## src/rtl/tns_pkg.sv

```systemverilog
// Shared constants and helpers for the 3C1S 12x12 bus code.
// A lane codeword is a 12-bit numeral whose bit i carries weight TNS_WEIGHT[i].
// Legal codewords never contain CODE_ILLEGAL_PAT (four adjacent ones).
package tns_pkg;

  localparam int LANES    = 9;
  localparam int CW_W     = 12;
  localparam int DATA_W   = 11;
  localparam int SUM_W    = 13;
  localparam int ERRCNT_W = 16;
  localparam int HALF_W   = CW_W / 2;

  // Each weight equals the number of legal codewords one bit shorter, so the
  // greedy encoding of any value never produces the illegal run.
  localparam logic [SUM_W-1:0] TNS_WEIGHT [0:CW_W-1] = '{
    13'd1,   13'd2,   13'd4,   13'd8,   13'd15,  13'd29,
    13'd56,  13'd108, 13'd208, 13'd401, 13'd773, 13'd1490
  };

  localparam int                      CODE_ILLEGAL_W   = 4;
  localparam logic [CODE_ILLEGAL_W-1:0] CODE_ILLEGAL_PAT = 4'b1111;

  // Weighted sum of one half-codeword; base is the bit index of its LSB.
  function automatic logic [SUM_W-1:0] partial_sum(input logic [HALF_W-1:0] bits,
                                                   input int                base);
    logic [SUM_W-1:0] s;
    s = '0;
    for (int i = 0; i < HALF_W; i++) begin
      if (bits[i]) s = s + TNS_WEIGHT[base+i];
    end
    return s;
  endfunction

  // True when the forbidden pattern appears at any bit offset.
  function automatic logic has_illegal(input logic [CW_W-1:0] cw);
    logic hit;
    hit = 1'b0;
    for (int off = 0; off <= CW_W - CODE_ILLEGAL_W; off++) begin
      if (cw[off +: CODE_ILLEGAL_W] == CODE_ILLEGAL_PAT) hit = 1'b1;
    end
    return hit;
  endfunction

endpackage

```

## src/rtl/TNS_decoder_12.sv

```systemverilog
// One-lane TNS decoder: 12-bit codeword -> 11-bit data plus error flag.
// Three register stages, each carrying its own valid bit; data registers
// load only on a valid beat so idle cycles leave them untouched.
module TNS_decoder_12
  import tns_pkg::*;
(
  input  logic              clock,
  input  logic              rst_n,
  input  logic              in_valid,
  input  logic [CW_W-1:0]   codein,
  output logic              out_valid,
  output logic [DATA_W-1:0] dataout,
  output logic              err
);

  logic              r_v1;
  logic [CW_W-1:0]   r_cw1;
  logic              r_v2;
  logic [SUM_W-1:0]  r_lo2;
  logic [SUM_W-1:0]  r_hi2;
  logic              r_ill2;
  logic              r_v3;
  logic [DATA_W-1:0] r_data3;
  logic              r_err3;
  logic [SUM_W-1:0]  w_sum;

  assign w_sum = r_lo2 + r_hi2;

  // S1: capture the incoming codeword.
  always_ff @(posedge clock or negedge rst_n) begin
    // NOTE: data registers are reset as well so every output reads 0 during reset;
    // the hold-on-idle behaviour comes from the valid-qualified load, not from reset.
    if (!rst_n) begin
      r_v1  <= 1'b0;
      r_cw1 <= '0;
    end else begin
      // NOTE: non-blocking assignments keep every stage sampling the previous
      // stage's old value, which is what makes this a pipeline.
      r_v1 <= in_valid;
      if (in_valid) r_cw1 <= codein;
    end
  end

  // S2: partial sums over the low and high halves, plus the illegal-pattern scan.
  always_ff @(posedge clock or negedge rst_n) begin
    if (!rst_n) begin
      r_v2   <= 1'b0;
      r_lo2  <= '0;
      r_hi2  <= '0;
      r_ill2 <= 1'b0;
    end else begin
      r_v2 <= r_v1;
      if (r_v1) begin
        r_lo2  <= partial_sum(r_cw1[HALF_W-1:0], 0);
        r_hi2  <= partial_sum(r_cw1[CW_W-1:HALF_W], HALF_W);
        r_ill2 <= has_illegal(r_cw1);
      end
    end
  end

  // S3: final sum, range check, registered outputs.
  always_ff @(posedge clock or negedge rst_n) begin
    if (!rst_n) begin
      r_v3    <= 1'b0;
      r_data3 <= '0;
      r_err3  <= 1'b0;
    end else begin
      r_v3 <= r_v2;
      if (r_v2) begin
        r_data3 <= w_sum[DATA_W-1:0];
        r_err3  <= r_ill2 | (|w_sum[SUM_W-1:DATA_W]);
      end
    end
  end

  assign out_valid = r_v3;
  assign dataout   = r_data3;
  assign err       = r_err3;

endmodule

```

## src/rtl/decoder_3c1s_12x12.sv

```systemverilog
// 3C1S 12x12 bus decoder: nine TNS lanes in parallel plus a saturating
// counter of output beats that carried at least one lane error.
// err_count reflects a flagged beat one cycle after it appears on the outputs.
module decoder_3c1s_12x12
  import tns_pkg::*;
(
  input  logic                    clock,
  input  logic                    rst_n,
  input  logic                    in_valid,
  input  logic [LANES*CW_W-1:0]   codein,
  input  logic                    err_clr,
  output logic                    out_valid,
  output logic [LANES*DATA_W-1:0] dataout,
  output logic [LANES-1:0]        lane_err,
  output logic [ERRCNT_W-1:0]     err_count
);

  logic [LANES-1:0]    w_valid;
  logic                w_any_err;
  logic                w_cnt_inc;
  logic [ERRCNT_W-1:0] r_err_count;

  for (genvar k = 0; k < LANES; k++) begin : g_lane
    TNS_decoder_12 u_lane (
      .clock     (clock),
      .rst_n     (rst_n),
      .in_valid  (in_valid),
      .codein    (codein[k*CW_W +: CW_W]),
      .out_valid (w_valid[k]),
      .dataout   (dataout[k*DATA_W +: DATA_W]),
      .err       (lane_err[k])
    );
  end

  // All lanes share one valid pipeline, so their valids are identical.
  assign out_valid = &w_valid;
  assign w_any_err = |lane_err;
  assign w_cnt_inc = out_valid & w_any_err & ~(&r_err_count);

  // Error counter: clear wins over increment; stops at all-ones.
  always_ff @(posedge clock or negedge rst_n) begin
    if (!rst_n)         r_err_count <= '0;
    else if (err_clr)   r_err_count <= '0;
    else if (w_cnt_inc) r_err_count <= r_err_count + 1'b1;
  end

  assign err_count = r_err_count;

endmodule

```

## config.mk

```make
export PLATFORM = sky130hd
export DESIGN_NAME = decoder_3c1s_12x12
export DESIGN_NICKNAME = d
export VERILOG_FILES = /design/src/rtl/tns_pkg.sv /design/src/rtl/TNS_decoder_12.sv /design/src/rtl/decoder_3c1s_12x12.sv
export SDC_FILE = /design/constraint.sdc
export NUM_CORES = 1
export LEC_CHECK = 0
export CAP_MARGIN = 20
export CORE_UTILIZATION = 35
export DETAILED_ROUTE_END_ITERATION = 6
export PLACE_DENSITY = 0.55
export SETUP_SLACK_MARGIN = 0.5
export SLEW_MARGIN = 20
export SYNTH_ARGS = -nofsm -noshare
export SYNTH_HDL_FRONTEND = slang
export SYNTH_SLANG_ARGS = --single-unit
```

## constraint.sdc

```tcl
create_clock -name clock -period 4.3 [get_ports clock]
set_input_delay 0.43 -clock clock [delete_from_list [all_inputs] [get_ports clock]]
set_output_delay 0.43 -clock clock [all_outputs]
set_load 0.005 [all_outputs]
```

After elaboration in Yosys (flattened, before gate mapping)
Index checks and enable logic that the tools add are counted.
{ "totals": {"regBits": 478, "latchBits": 0, "ram_bits": 0, "mem_bits_ro": 0, "elab_cells": 544, "mem_count": 0} }
{ "op_classes": {"add_sub_neg": 100, "mul": 0, "div_mod_pow": 0, "magnitude_cmp": 0, "n_eq_ne": 81, "n_shift": 0, "mux": 281, "bitwise": 12, "reduce_logical": 12} }
{ "op_table": {"columns": ["operator", "count"], "rows": [
  ["$mux 13", 180],
  ["$eq 4x4->1 const B", 81],
  ["$add 13x4->13 const B", 18],
  ["$add 13x10->13 const B", 9],
  ["$add 13x11->13 const B", 9],
  ["$add 13x13->13", 9],
  ["$add 13x2->13 const B", 9],
  ["$add 13x3->13 const B", 9],
  ["$add 13x5->13 const B", 9],
  ["$add 13x7->13 const B", 9],
  ["$add 13x8->13 const B", 9],
  ["$add 13x9->13 const B", 9],
  ["$mux 1", 90],
  ["$mux 6", 9],
  ["$mux 16", 2],
  ["$reduce_or 2->1", 9],
  ["$add 16x1->16 const B", 1],
  ["$reduce_and 16->1", 1],
  ["$or 1x1->1", 9],
  ["$reduce_or 9->1", 1],
  ["$and 1x1->1", 2],
  ["$reduce_bool 2->1", 1],
  ["$not 1->1", 1]
]} }

Longest topological paths before layout
{ "depth": {"ltp_word": 16, "mapped_depth": 16, "depth_no_buf": 14} }

Modules after synthesis
Synthesis repeated with hierarchy kept, for this count alone.
{ "unflattened": {"cells_unflattened": 2866, "area_unflattened_um2": 27858.0} }
{ "by_module_without_submodules": {"columns": ["mod", "instances", "cells_each", "area_per_inst_um2", "seq_area_each_um2"], "rows": [
  ["TNS_decoder_12 at g_lane[1].u_lane ...", 7, 302, 2947.8, 1151.1],
  ["TNS_decoder_12 at g_lane[5].u_lane", 1, 338, 3136.8, 1151.1],
  ["TNS_decoder_12 at g_lane[0].u_lane", 1, 303, 2997.9, 1151.1],
  ["decoder_3c1s_12x12", 1, 111, 1088.5, 400.4]
]} }

Worst setup path after synthesis
Ideal clock, no wire load.
{ "synth_timing": {"path_kind": "flip-flop to flip-flop", "startpoint": "register g_lane[5].u_lane.r_cw1[7]", "endpoint": "register g_lane[5].u_lane.r_hi2[10]", "setup_ns": 0.125, "arrival_ns": 3.273, "t_required_ns": 4.175, "slack_ns": 0.902, "path_stages_with_launch": 13, "period_less_slack_ns": 3.398, "path_cell_list": "dfrtp_1 -> clkbuf_1 -> inv_1 -> ha_1 -> xor2_1 -> ha_1 -> nand2_1 -> xnor2_1 -> or4b_1 -> xor2_1 -> a32oi_1 -> xnor2_1 -> mux2_2"} }
{ "synth_via": {"elab_chain_len": 13} }
{ "synth_lines": {"columns": ["element", "line", "rtl"], "rows": [
  ["start: declaration", "TNS_decoder_12.sv:17", "logic [CW_W-1:0] r_cw1;"],
  ["start signal: assignment", "TNS_decoder_12.sv:40", "if (in_valid) r_cw1 <= codein;"],
  ["$mux 13 *", "tns_pkg.sv:29", "if (bits[i]) s = s + TNS_WEIGHT[base+i];"],
  ["$mux 13 *", "TNS_decoder_12.sv:53", "if (r_v1) begin"],
  ["$add 13x8->13", "tns_pkg.sv:29", null],
  ["$mux 13 *", "tns_pkg.sv:29", null],
  ["$mux 13 *", "TNS_decoder_12.sv:53", null],
  ["$add 13x9->13", "tns_pkg.sv:29", null],
  ["$mux 13 *", "tns_pkg.sv:29", null],
  ["$mux 13 *", "TNS_decoder_12.sv:53", null],
  ["$add 13x10->13", "tns_pkg.sv:29", null],
  ["$mux 13 *", "tns_pkg.sv:29", null],
  ["$mux 13 *", "TNS_decoder_12.sv:53", null],
  ["$add 13x11->13", "tns_pkg.sv:29", null],
  ["$mux 13 *", "tns_pkg.sv:29", null],
  ["end signal: assignment", "TNS_decoder_12.sv:55", "r_hi2 <= partial_sum(r_cw1[CW_W-1:HALF_W], HALF_W);"],
  ["end: declaration", "TNS_decoder_12.sv:20", "logic [SUM_W-1:0] r_hi2;"]
]} }
Mark *: on every way between the ends. The rest lies on a longest branch, timed or not. The select of a mux whose other input is x is not followed.
A chain may end at the register's enable or synchronous reset.

Worst setup path after layout
{ "layout_timing": {"startpoint": "register g_lane[1].u_lane.r_cw1[7]", "endpoint": "register g_lane[1].u_lane.r_hi2[10]"} }
{ "layout_via": {"elab_chain_len": 13} }
{ "layout_lines": {"columns": ["element", "line"], "rows": [
  ["start: declaration", "TNS_decoder_12.sv:17"],
  ["start signal: assignment", "TNS_decoder_12.sv:40"],
  ["$mux 13 *", "tns_pkg.sv:29"],
  ["$mux 13 *", "TNS_decoder_12.sv:53"],
  ["$add 13x8->13", "tns_pkg.sv:29"],
  ["$mux 13 *", "tns_pkg.sv:29"],
  ["$mux 13 *", "TNS_decoder_12.sv:53"],
  ["$add 13x9->13", "tns_pkg.sv:29"],
  ["$mux 13 *", "tns_pkg.sv:29"],
  ["$mux 13 *", "TNS_decoder_12.sv:53"],
  ["$add 13x10->13", "tns_pkg.sv:29"],
  ["$mux 13 *", "tns_pkg.sv:29"],
  ["$mux 13 *", "TNS_decoder_12.sv:53"],
  ["$add 13x11->13", "tns_pkg.sv:29"],
  ["$mux 13 *", "tns_pkg.sv:29"],
  ["end signal: assignment", "TNS_decoder_12.sv:55"],
  ["end: declaration", "TNS_decoder_12.sv:20"]
]} }
Marked as above.

==> impl_results.md <==
* Number of global-route vias before repair at 20,146
* Internal power at 10,940 uW
* Post-CTS setup buffer count at 0
* H-tree Lvls at 2
* Sequential share of power at 35.5%
* Via Count at 19,879
* Share of cells above drive strength 1 at 11.13%
* Met2 Usage GRT at 28.97%
* Num ports at 237
* Drt drc at 32
* Antenna Violating Nets Remaining at 0
* P&R area growth vs syn at 18.55%
* Global placement routability congestion at 0.8598
* Avg Inst Size Synth at 9.431 um^2
* HP Class: in -> reg
* Vias/cell at 5.087
* Gr usage total at 16.88%
* Final Cycle Share at 83.35%
* Sequential Area at 10,170 um^2
* Core Region at 73,210 um^2
* VDD IR max at 0.0002936 V
* Post-DP HPWL at 46,620 um
* Critical Path RT at 4.73 ns
* Num CTS Buffers at 50
* Critical-path maximum fanout at 13
* Clock Sink Count at 406
* Switching share of total power at 34.68%
* Hold Vio Cnt, Final at 0
* Top FF cell, synth: dfrtp_1
* Die height at 274.7 um
* Worst Path Arrival at 4.02 ns
* Net load switching power at 5810 uW
* Global route hottest layer: met2
* Wirelength per Cell at 16.33 um
* Comb power frac at 39.1%
* Pwr Density at 543.1 nW/um^2
* Die area at 75,440 um^2
* DRT iter0 DRCs at 878
* Startpoint types: register
* DRT Pass-1 Iters at 7
* Worst skew pair latency at 0.59 ns
* Clk buf depth at 3
* Max-slew headroom at 32.53%
* Post-synth EDFFs at 0
* Setup violators final at 0
* FP Rows at 99
* RSZ-0062 raised after global routing: true
* CTS tree: built
* Grt ovf at 0
* Post-synthesis cell area at 26,020 um^2
* Initial antenna violation count at 1
* Initial Utilization at 35.54%
* Post-synthesis register bit count at 406
* Failing checks: DRC
* Most common cell after layout, fill and taps aside: dfrtp_1
* Synth Net Count at 3,034
* Yosys cell types at 85
* GRT met3 Usage at 2.776%
* Clock transition at the registers of the reported paths at 0.06 ns
* Finished Cell Area at 30,850 um^2
* Clock share of power at 25.4%
* Status: finished with violations
* Setup Total Neg Slack at 0 ns
* Critical path type: reg -> reg
* Worst-Margin Slew at 1.012 ns
* Nets at 3,186
* Port Buffers at 236
* Footprint of the multi-input gates at 14,690 um^2
* Fmax at 0.2790 GHz
* DIE WIDTH at 274.7 um
* FILL cells at 7,042
* Tmin final at 3.584 ns
* Final wirelength at 63,800 um
* Post-synth ARST share at 100.0%
* Crit path capture type: register
* Most frequent cells in the layout: dfrtp_1, nand2_1, clkdlybuf4s50_1
* Dpl cell area at 29,140 um^2
* Pleak at 0.01313 uW
* Clk Tree Root Cell: clkbuf_16
* Final Max Tran Viols at 0
* Pin count of the biggest net entering global routing at 111
* Warning count from the yosys run at 0
* Maxcap violations at 0
* Clock skew at 0.01366 ns
* Post-layout util at 42.14%
* Met1 GRT Util at 22.13%
* Syn Inst Count at 2,759
* First-pass GRT wire length at 104,800 um
* Seq/Total Area, Yosys at 39.05%
==> kinds of logic (layout without fill, tap and decap cells) <==
group / after synthesis / after routing / share of synthesized area, %
AO/OA/AOI/OAI: 589 / 589 / 14.17
XOR/XNOR: 309 / 309 / 10.89
adder cells (fa/ha/maj): 163 / 163 / 8.098
buffers and inverters: 300 / 489 / 4.602
flip-flops: 406 / 406 / 39.05
multiplexers: 233 / 233 / 9.886
other: 0 / 1 / 0
AND/OR/NAND/NOR: 759 / 759 / 13.31
==> per-stage QoR <==
step	hold WS (ns)	instances	worst slack (ns)	power [uW]
after floorplan	0.1344	2759	0.9024	10110
after global placement	0.4828	3817	0.7304	12480
after detailed placement	0.4858	3817	0.5780	12610
after CTS	0.2903	3907	0.5812	17030
after global routing	0.3335	3907	0.4837	18000
final	0.3270	3908	0.7161	16750
==> power groups by stage <==
| stage | clock network (uW) | logic (uW) | registers (uW) |
|---|---|---|---|
| global route | 4560 | 7310 | 6120 |
| finish | 4260 | 6550 | 5940 |
| floorplan | 0 | 4510 | 5610 |
| detailed placement | 0 | 6600 | 6020 |
| global placement | 0 | 6500 | 5970 |
| CTS | 4410 | 6650 | 5960 |
==> layer usage <==
| metal | share of wire [%] | vias up |
|---|---|---|
| met1 | 46 | 9648 |
| met5 | 0 | - |
| met2 | 48 | 298 |
| li1 | - | 9860 |
| met3 | 4.2 | 73 |
| met4 | 1.6 | 0 |
==> cells in the mapped netlist (9+ instances only) <==
library cell / n / area [um^2]
nor4b_1: 9 / 78.83
nand3b_1: 13 / 97.59
mux2_2: 192 / 2162
a221oi_1: 10 / 87.58
clkbuf_1: 119 / 446.7
a21oi_1: 207 / 1036
o22ai_1: 14 / 87.58
a22o_1: 10 / 87.58
or3_1: 18 / 112.6
a21boi_0: 9 / 67.56
nand4_1: 14 / 87.58
ha_1: 154 / 1927
fa_1: 9 / 180.2
dfrtp_1: 406 / 10160
inv_1: 143 / 536.8
buf_2: 12 / 60.06
or2_2: 9 / 56.30
nand2_1: 323 / 1212
o2bb2ai_1: 18 / 157.7
xnor2_1: 193 / 1690
nand2b_1: 14 / 87.58
nor2_1: 213 / 799.5
nand3_1: 33 / 165.2
o21ai_0: 125 / 625.6
and3_1: 22 / 137.6
nor2b_1: 30 / 187.7
nor3_1: 24 / 120.1
o31ai_1: 13 / 97.59
xor2_1: 106 / 928.4
buf_4: 13 / 97.59
o21bai_1: 21 / 157.7
and4_1: 9 / 78.83
buf_1: 11 / 41.29
a31oi_1: 52 / 325.3
a21o_1: 32 / 240.2
mux2i_1: 41 / 410.4
==> worst max-delay path, stage by stage, from the launching register on <==
cell      delay, ns
dfrtp_2        0.51
inv_1          0.15
ha_1           0.35
xor2_1         0.35
ha_1           0.26
nand2_1        0.07
xnor2_1        0.46
o21ai_0        0.21
and2_1         0.22
or4_4          0.51
a41oi_2        0.21
o311ai_1       0.12
==> sequential cells by signal, summed over array words and instances, names as in the netlist <==
signal and flops:
g_lane.u_lane.out_valid 1, g_lane.u_lane.r_ill2 9, g_lane.u_lane.dataout 99, g_lane.u_lane.r_hi2 108, g_lane.u_lane.r_cw1 108, g_lane.u_lane.r_lo2 54
g_lane.u_lane.r_v2 1, g_lane.u_lane.err 9, err_count 16, g_lane.u_lane.r_v1 1
==> timing repair <==
item                                   in CTS  in global routing
hold buffers                                1                  0
endpoints found under the hold margin      94                  0
setup endpoints to repair                   0                  7
resized for setup                           0                  6
==> path summary, 6_finish.rpt <==
kind	start	endpoint	slack (ns)	cells past startpoint
hold reg to reg	g_lane[6].u_lane.dataout[4]	g_lane[6].u_lane.dataout[4]	0.50	1
setup / recovery	g_lane[1].u_lane.r_cw1[7]	g_lane[1].u_lane.r_hi2[10]	0.72	11
hold / removal	in_valid	g_lane[5].u_lane.r_cw1[9]	0.33	3
max in group asynchronous	rst_n	g_lane[0].u_lane.r_cw1[0]	2.71	3
setup reg to reg	g_lane[1].u_lane.r_cw1[7]	g_lane[1].u_lane.r_hi2[10]	0.72	11
min in group asynchronous	rst_n	g_lane[7].u_lane.r_hi2[10]	0.55	2
==> cell type report <==
cell class              count  share of cell area, %
repair buffers            256                  8.376
diodes                      1               0.008112
inverters                 144                  1.752
clock buffers              70                  4.758
multi-input cells        2053                  47.64
well taps                 959                  3.890
flip-flops and latches    406                  32.96
clock inverters            19                 0.6165
Note: power is estimated with default switching activity, not from simulation.
